==> src/rtl/rv32i_pkg.sv <==
// Types and constants shared by the RV32I pipeline stages.
package rv32i_pkg;

  localparam int XLEN   = 32;
  localparam int REG_AW = 5;

  localparam logic [1:0] ALU_ADD = 2'b00;
  localparam logic [1:0] ALU_SUB = 2'b01;
  localparam logic [1:0] ALU_AND = 2'b10;
  localparam logic [1:0] ALU_OR  = 2'b11;

  typedef struct packed {
    logic [1:0] alu_sel;
    logic       alu_src;
    logic       reg_write;
    logic       mem_read;
    logic       mem_write;
    logic       mem_to_reg;
    logic       branch;
  } ctrl_t;

  localparam ctrl_t CTRL_NOP = '0;

endpackage

==> src/rtl/id_ex_stage_hazard_detect.sv <==
// Load-use hazard detection between the load sitting in EX and the instruction in ID.
module hazard_detect
  import rv32i_pkg::*;
(
  input  logic              ex_valid,
  input  logic              ex_mem_read,
  input  logic [REG_AW-1:0] ex_rd,
  input  logic              id_valid,
  input  logic [REG_AW-1:0] id_rs1,
  input  logic [REG_AW-1:0] id_rs2,
  input  logic              flush,
  output logic              luh,
  output logic              stall_if_id
);

  // x0 is hard-wired to zero, so a load targeting it never creates a dependency.
  assign luh = ex_valid & ex_mem_read & (ex_rd != '0) & id_valid &
               ((ex_rd == id_rs1) | (ex_rd == id_rs2));

  assign stall_if_id = luh & ~flush;

endmodule

==> src/rtl/id_ex_stage.sv <==
// ID/EX pipeline register with load-use bubble insertion and a saturating bubble counter.
// Define ID_EX_WB_BYPASS_EN to forward the WB write port into the captured operands.
module id_ex_stage
  import rv32i_pkg::*;
#(
  parameter int CNT_W = 16
) (
  input  logic              clk,
  input  logic              reset,
  input  logic              id_valid,
  input  logic [XLEN-1:0]   id_pc,
  input  logic [REG_AW-1:0] id_rs1,
  input  logic [REG_AW-1:0] id_rs2,
  input  logic [REG_AW-1:0] id_rd,
  input  logic [XLEN-1:0]   id_rs1_data,
  input  logic [XLEN-1:0]   id_rs2_data,
  input  logic [XLEN-1:0]   id_imm,
  input  logic [1:0]        id_alu_sel,
  input  logic              id_alu_src,
  input  logic              id_reg_write,
  input  logic              id_mem_read,
  input  logic              id_mem_write,
  input  logic              id_mem_to_reg,
  input  logic              id_branch,
  input  logic              flush,
  input  logic              hold,
  input  logic              wb_reg_write,
  input  logic [REG_AW-1:0] wb_rd,
  input  logic [XLEN-1:0]   wb_data,
  output logic              ex_valid,
  output logic [XLEN-1:0]   ex_pc,
  output logic [XLEN-1:0]   ex_rs1_data,
  output logic [XLEN-1:0]   ex_rs2_data,
  output logic [XLEN-1:0]   ex_imm,
  output logic [REG_AW-1:0] ex_rs1,
  output logic [REG_AW-1:0] ex_rs2,
  output logic [REG_AW-1:0] ex_rd,
  output logic [1:0]        ex_alu_sel,
  output logic              ex_alu_src,
  output logic              ex_reg_write,
  output logic              ex_mem_read,
  output logic              ex_mem_write,
  output logic              ex_mem_to_reg,
  output logic              ex_branch,
  output logic              stall_if_id,
  output logic [CNT_W-1:0]  bubble_count
);

  logic              valid_q, valid_d;
  ctrl_t             ctrl_q, ctrl_d, id_ctrl;
  logic [XLEN-1:0]   pc_q, pc_d, rs1_data_q, rs1_data_d, rs2_data_q, rs2_data_d, imm_q, imm_d;
  logic [REG_AW-1:0] rs1_q, rs1_d, rs2_q, rs2_d, rd_q, rd_d;
  logic [CNT_W-1:0]  bubble_count_q, bubble_count_d;
  logic [XLEN-1:0]   op_a, op_b;
  logic              luh;

  hazard_detect u_hazard_detect (
    .ex_valid    (valid_q),
    .ex_mem_read (ctrl_q.mem_read),
    .ex_rd       (rd_q),
    .id_valid    (id_valid),
    .id_rs1      (id_rs1),
    .id_rs2      (id_rs2),
    .flush       (flush),
    .luh         (luh),
    .stall_if_id (stall_if_id)
  );

  assign id_ctrl = '{alu_sel: id_alu_sel, alu_src: id_alu_src, reg_write: id_reg_write,
                     mem_read: id_mem_read, mem_write: id_mem_write,
                     mem_to_reg: id_mem_to_reg, branch: id_branch};

`ifdef ID_EX_WB_BYPASS_EN
  // Register bank writes and reads in the same cycle; take the value being written.
  always_comb begin
    op_a = id_rs1_data;
    op_b = id_rs2_data;
    if (wb_reg_write && (wb_rd != '0) && (wb_rd == id_rs1)) op_a = wb_data;
    if (wb_reg_write && (wb_rd != '0) && (wb_rd == id_rs2)) op_b = wb_data;
  end
`else
  logic unused_wb;
  assign unused_wb = ^{wb_reg_write, wb_rd, wb_data};
  assign op_a = id_rs1_data;
  assign op_b = id_rs2_data;
`endif

  always_comb begin
    valid_d        = valid_q;
    ctrl_d         = ctrl_q;
    pc_d           = pc_q;
    rs1_d          = rs1_q;
    rs2_d          = rs2_q;
    rd_d           = rd_q;
    rs1_data_d     = rs1_data_q;
    rs2_data_d     = rs2_data_q;
    imm_d          = imm_q;
    bubble_count_d = bubble_count_q;
    if (flush) begin
      valid_d = 1'b0;
      ctrl_d  = CTRL_NOP;
    end else if (hold) begin
      valid_d = valid_q;
    end else if (luh) begin
      valid_d = 1'b0;
      ctrl_d  = CTRL_NOP;
      rd_d    = '0;
      if (bubble_count_q != '1) bubble_count_d = bubble_count_q + CNT_W'(1);
    end else begin
      valid_d    = id_valid;
      ctrl_d     = id_valid ? id_ctrl : CTRL_NOP;
      pc_d       = id_pc;
      rs1_d      = id_rs1;
      rs2_d      = id_rs2;
      rd_d       = id_rd;
      rs1_data_d = op_a;
      rs2_data_d = op_b;
      imm_d      = id_imm;
    end
  end

  always_ff @(posedge clk or negedge reset) begin
    if (!reset) begin
      valid_q        <= 1'b0;
      ctrl_q         <= CTRL_NOP;
      pc_q           <= '0;
      rs1_q          <= '0;
      rs2_q          <= '0;
      rd_q           <= '0;
      rs1_data_q     <= '0;
      rs2_data_q     <= '0;
      imm_q          <= '0;
      bubble_count_q <= '0;
    end else begin
      valid_q        <= valid_d;
      ctrl_q         <= ctrl_d;
      pc_q           <= pc_d;
      rs1_q          <= rs1_d;
      rs2_q          <= rs2_d;
      rd_q           <= rd_d;
      rs1_data_q     <= rs1_data_d;
      rs2_data_q     <= rs2_data_d;
      imm_q          <= imm_d;
      bubble_count_q <= bubble_count_d;
    end
  end

  assign ex_valid      = valid_q;
  assign ex_pc         = pc_q;
  assign ex_rs1_data   = rs1_data_q;
  assign ex_rs2_data   = rs2_data_q;
  assign ex_imm        = imm_q;
  assign ex_rs1        = rs1_q;
  assign ex_rs2        = rs2_q;
  assign ex_rd         = rd_q;
  assign ex_alu_sel    = ctrl_q.alu_sel;
  assign ex_alu_src    = ctrl_q.alu_src;
  assign ex_reg_write  = ctrl_q.reg_write;
  assign ex_mem_read   = ctrl_q.mem_read;
  assign ex_mem_write  = ctrl_q.mem_write;
  assign ex_mem_to_reg = ctrl_q.mem_to_reg;
  assign ex_branch     = ctrl_q.branch;
  assign bubble_count  = bubble_count_q;

endmodule

==> config.mk <==
export PLATFORM = sky130hd
export DESIGN_NAME = id_ex_stage
export DESIGN_NICKNAME = d
export VERILOG_FILES = /design/src/rtl/rv32i_pkg.sv /design/src/rtl/id_ex_stage_hazard_detect.sv /design/src/rtl/id_ex_stage.sv
export SDC_FILE = /design/constraint.sdc
export NUM_CORES = 1
export LEC_CHECK = 0
export ABC_AREA = 1
export BUFFER_PORTS_ARGS = -buffer_cell sky130_fd_sc_hd__buf_4
export CORE_MARGIN = 4
export CORE_UTILIZATION = 41
export DETAILED_ROUTE_END_ITERATION = 8
export PLACE_DENSITY = 0.76
export SYNTH_ARGS = -nofsm -noshare
export SYNTH_HDL_FRONTEND = slang
export SYNTH_SLANG_ARGS = --single-unit
==> constraint.sdc <==
create_clock -name clk -period 1.4 [get_ports clk]
set_input_delay 0.07 -clock clk [delete_from_list [all_inputs] [get_ports clk]]
set_output_delay 0.07 -clock clk [all_outputs]
set_load 0.01 [all_outputs]
==> qor.csv <==
metric,value,unit
status,"complete, but fails checks",
violations,negative setup slack,
synth_top_family_by_area,simple AND/OR/NAND/NOR gates,
drt_wl_total,40200,µm
ant_nets,0,
ys_seq_area_share,58.9,%
worstMarginPinSlew,687,ps
fmax,433,MHz
period_needed,2310,ps
muxShareOfSynthArea,0,%
crit_fanout,8,
fin_cells,1624,
async_flop_share,100,%
wl_met3,3850,µm
synth_edf_count,0,
synth_nets,1027,
worstPathRequired,1750,ps
synth_seq_cells,168,
power,0.0148,W
wl_per_cell,24.7,µm
initial_utilization,42.4,%
yosysTopAreaCellShare,58.9,%
vias_per_cell,5.65,
hp-start,id_valid,
die_area,19600,µm²
synth_largest_area_cell,dfrtp_1,
m1WireLength,13800,µm
placed_cells_incl_taps,1387,
avgSynthCellArea,8.58,µm²
yosysUniqueCellTypes,23,
first_global_vias,8492,
port_buffers,324,
synth_xor_area_share,1.84,%
drc,0,
core,16800,µm²
cts_buffers,17,
start_kind,flop,
fill_cells,619,
arrival,2660,ps
hold_class,in -> reg,
topRoutingLayerUsed,met4,
synthTopCellsByCount,"nand2_1, dfrtp_1, nand3_1",
fin_nets,1584,
r2r-end,ex_rs1_data[2]$_DFFE_PN0P_,
path_class,reg -> reg,
p_leak,7.64,nW
rsz0062_at_grt,true,
clk-insertion-delay-late,440,ps
dr.first_iter.drc_count,914,
skew,15.3,ps
cts_buffer_depth,2,
grt_overflow_total,0,
ir_drop,1.00,mV
drive_gt1_share,57.0,%
syn2layout_area_growth,112,%
vias,9175,
slew_violations,0,
die_width,140,µm
max-cap-violations,0,
grt_pass1_wl,44600,µm
synthAdderAreaFrac,0.175,%
p_per_area,980,nW/µm²
htree_levels,4,
cts.sinks,168,
max_slew_margin,54.1,%
cts.reportedPaths.clkPinSlew,70,ps
num_io_pins,363,
place.gp.congestion,0.865,
worst_r2r_path_depth,13,
hold_path_end,ex_mem_read$_DFFE_PN0P_,
antenna_found_initial,1,
synth_ff_type,dfrtp_1,
yosysMostFrequentCell,nand2_1,
ys_warn_count,0,
synthSimpleGateAreaFrac,33.0,%
hpwl,17200,µm
cts_tree,built,
min_path_cells,4,
synth_area_leaders,"dfrtp_1, nand2_1, nand3_1",
first_pass_iters,5,
period_share,165,%
netlist_area,7140,µm²
dr_wl_met2,19500,µm
grt_max_degree,47,
hold_viol,0,
die_y,140,µm
grt_usage,28.5,%
reg2reg_slack,-910,ps
synthesis.instances,832,
synth_compound_area_share,0.947,%
worst_slack,-908,ps
worstSetupEndpointType,flop,
std_cell_rows,47,
reg2reg_from,ex_rd[1]$_DFFE_PN0P_,
clockRootBuffer,clkbuf_16,
setup_violations,169,
==> cell families (layout without fill, tap and decap cells) <==
kind of cell / count (synthesis) / count (layout)
fa+ha+maj: 1 / 1
xor+xnor: 15 / 15
compound gates: 13 / 13
buf+inv: 75 / 643
simple gates: 560 / 562
flops: 168 / 168
other cells: 0 / 2
==> final cells by class <==
cell class	count	area, µm²	share of cell area [%]
Clock inverter	14	136	0.904
Multi-Input combinational cell	591	4230	28.0
Sequential cell	168	4210	27.9
Timing Repair Buffer	586	5720	37.9
Clock buffer	18	429	2.84
Inverter	25	93.8	0.622
Tap cell	220	275	1.82
Antenna cell	2	5.00	0.0332
==> metal layers <==
metal  GRT usage [%]  vias up
met1            33.6     4423
met4            12.9        0
met3            6.78      245
met2            49.4      724
li1                -     3783
met5               0        -
==> worst max-delay path by stage <==
stage                                              to                        start  slack [ps]
after floorplan           bubble_count[5]$_DFFE_PN0P_  bubble_count[1]$_DFFE_PN0P_        -130
after global placement          ex_rs2[2]$_DFFE_PN0P_         ex_rd[3]$_DFFE_PN0P_        -160
after detailed placement       ex_imm[25]$_DFFE_PN0P_         ex_rd[3]$_DFFE_PN0P_        -210
after CTS                                 stall_if_id         ex_rd[0]$_DFFE_PN0P_        -470
after global routing       ex_rs1_data[2]$_DFFE_PN0P_         ex_rd[1]$_DFFE_PN0P_        -940
final                      ex_rs1_data[2]$_DFFE_PN0P_         ex_rd[1]$_DFFE_PN0P_        -910
==> timing repair <==
action	in CTS	in global routing
pin swaps	8	66
hold buffers	152	0
buffers inserted	6	14
gates resized for setup	17	366
cloned	8	25
endpoints found under the hold margin	319	0
setup endpoints to repair	169	169
==> report_power, final <==
group          internal [W]  switching [W]  leakage, nW
registers           0.00538       0.000613         2.11
clock network       0.00250        0.00231        0.274
logic               0.00202        0.00197         5.25
==> placed cells by master, fill, tap and decap left out, types with 4 or more instances in the layout <==
master and count:
buf_4 364, nand2_1 176, dfrtp_1 166, dlygate4sd3_1 152
nand2_2 122, nand3_2 92, nand2_4 75, nand3_1 38
clkbuf_16 38, buf_12 26, nor2_1 20, inv_1 19
nand3_4 18, xnor2_1 10, nand4_1 10, buf_6 10
o21ai_2 9, buf_16 9, inv_2 6, inv_6 6
xor2_1 5, nand2_8 4, nor2_4 4, buf_8 4
==> per-stage QoR <==
step | hold slack, ps | setup TNS [ps] | setup WS (ps) | utilization [%] | instance area (µm²)
2_1_floorplan | -226 | -8660 | -127 | - | 7700
3_3_place_gp | 6.74 | -20340 | -162 | 63.7 | 10700
3_5_place_dp | 11.8 | -26100 | -206 | 63.7 | 10700
4_1_cts | 53.2 | -57530 | -469 | 78.2 | 13200
5_1_grt | 78.6 | -134630 | -942 | 89.7 | 15100
6_report | 71.2 | -125350 | -908 | 89.7 | 15100
==> worst max-delay path: stages, from the launching register on <==
cell       delay [ps]
dfrtp_1           440
inv_2             120
nand2_1           120
nand2_1            80
nor2_1            190
nand3_1           180
nand2_2           170
nand2_8            70
buf_12            150
buf_12            140
nand2_8           150
clkbuf_16         220
nand2_2            70
nand2_1           130
No activity file was read; power rests on OpenSTA's default activity.
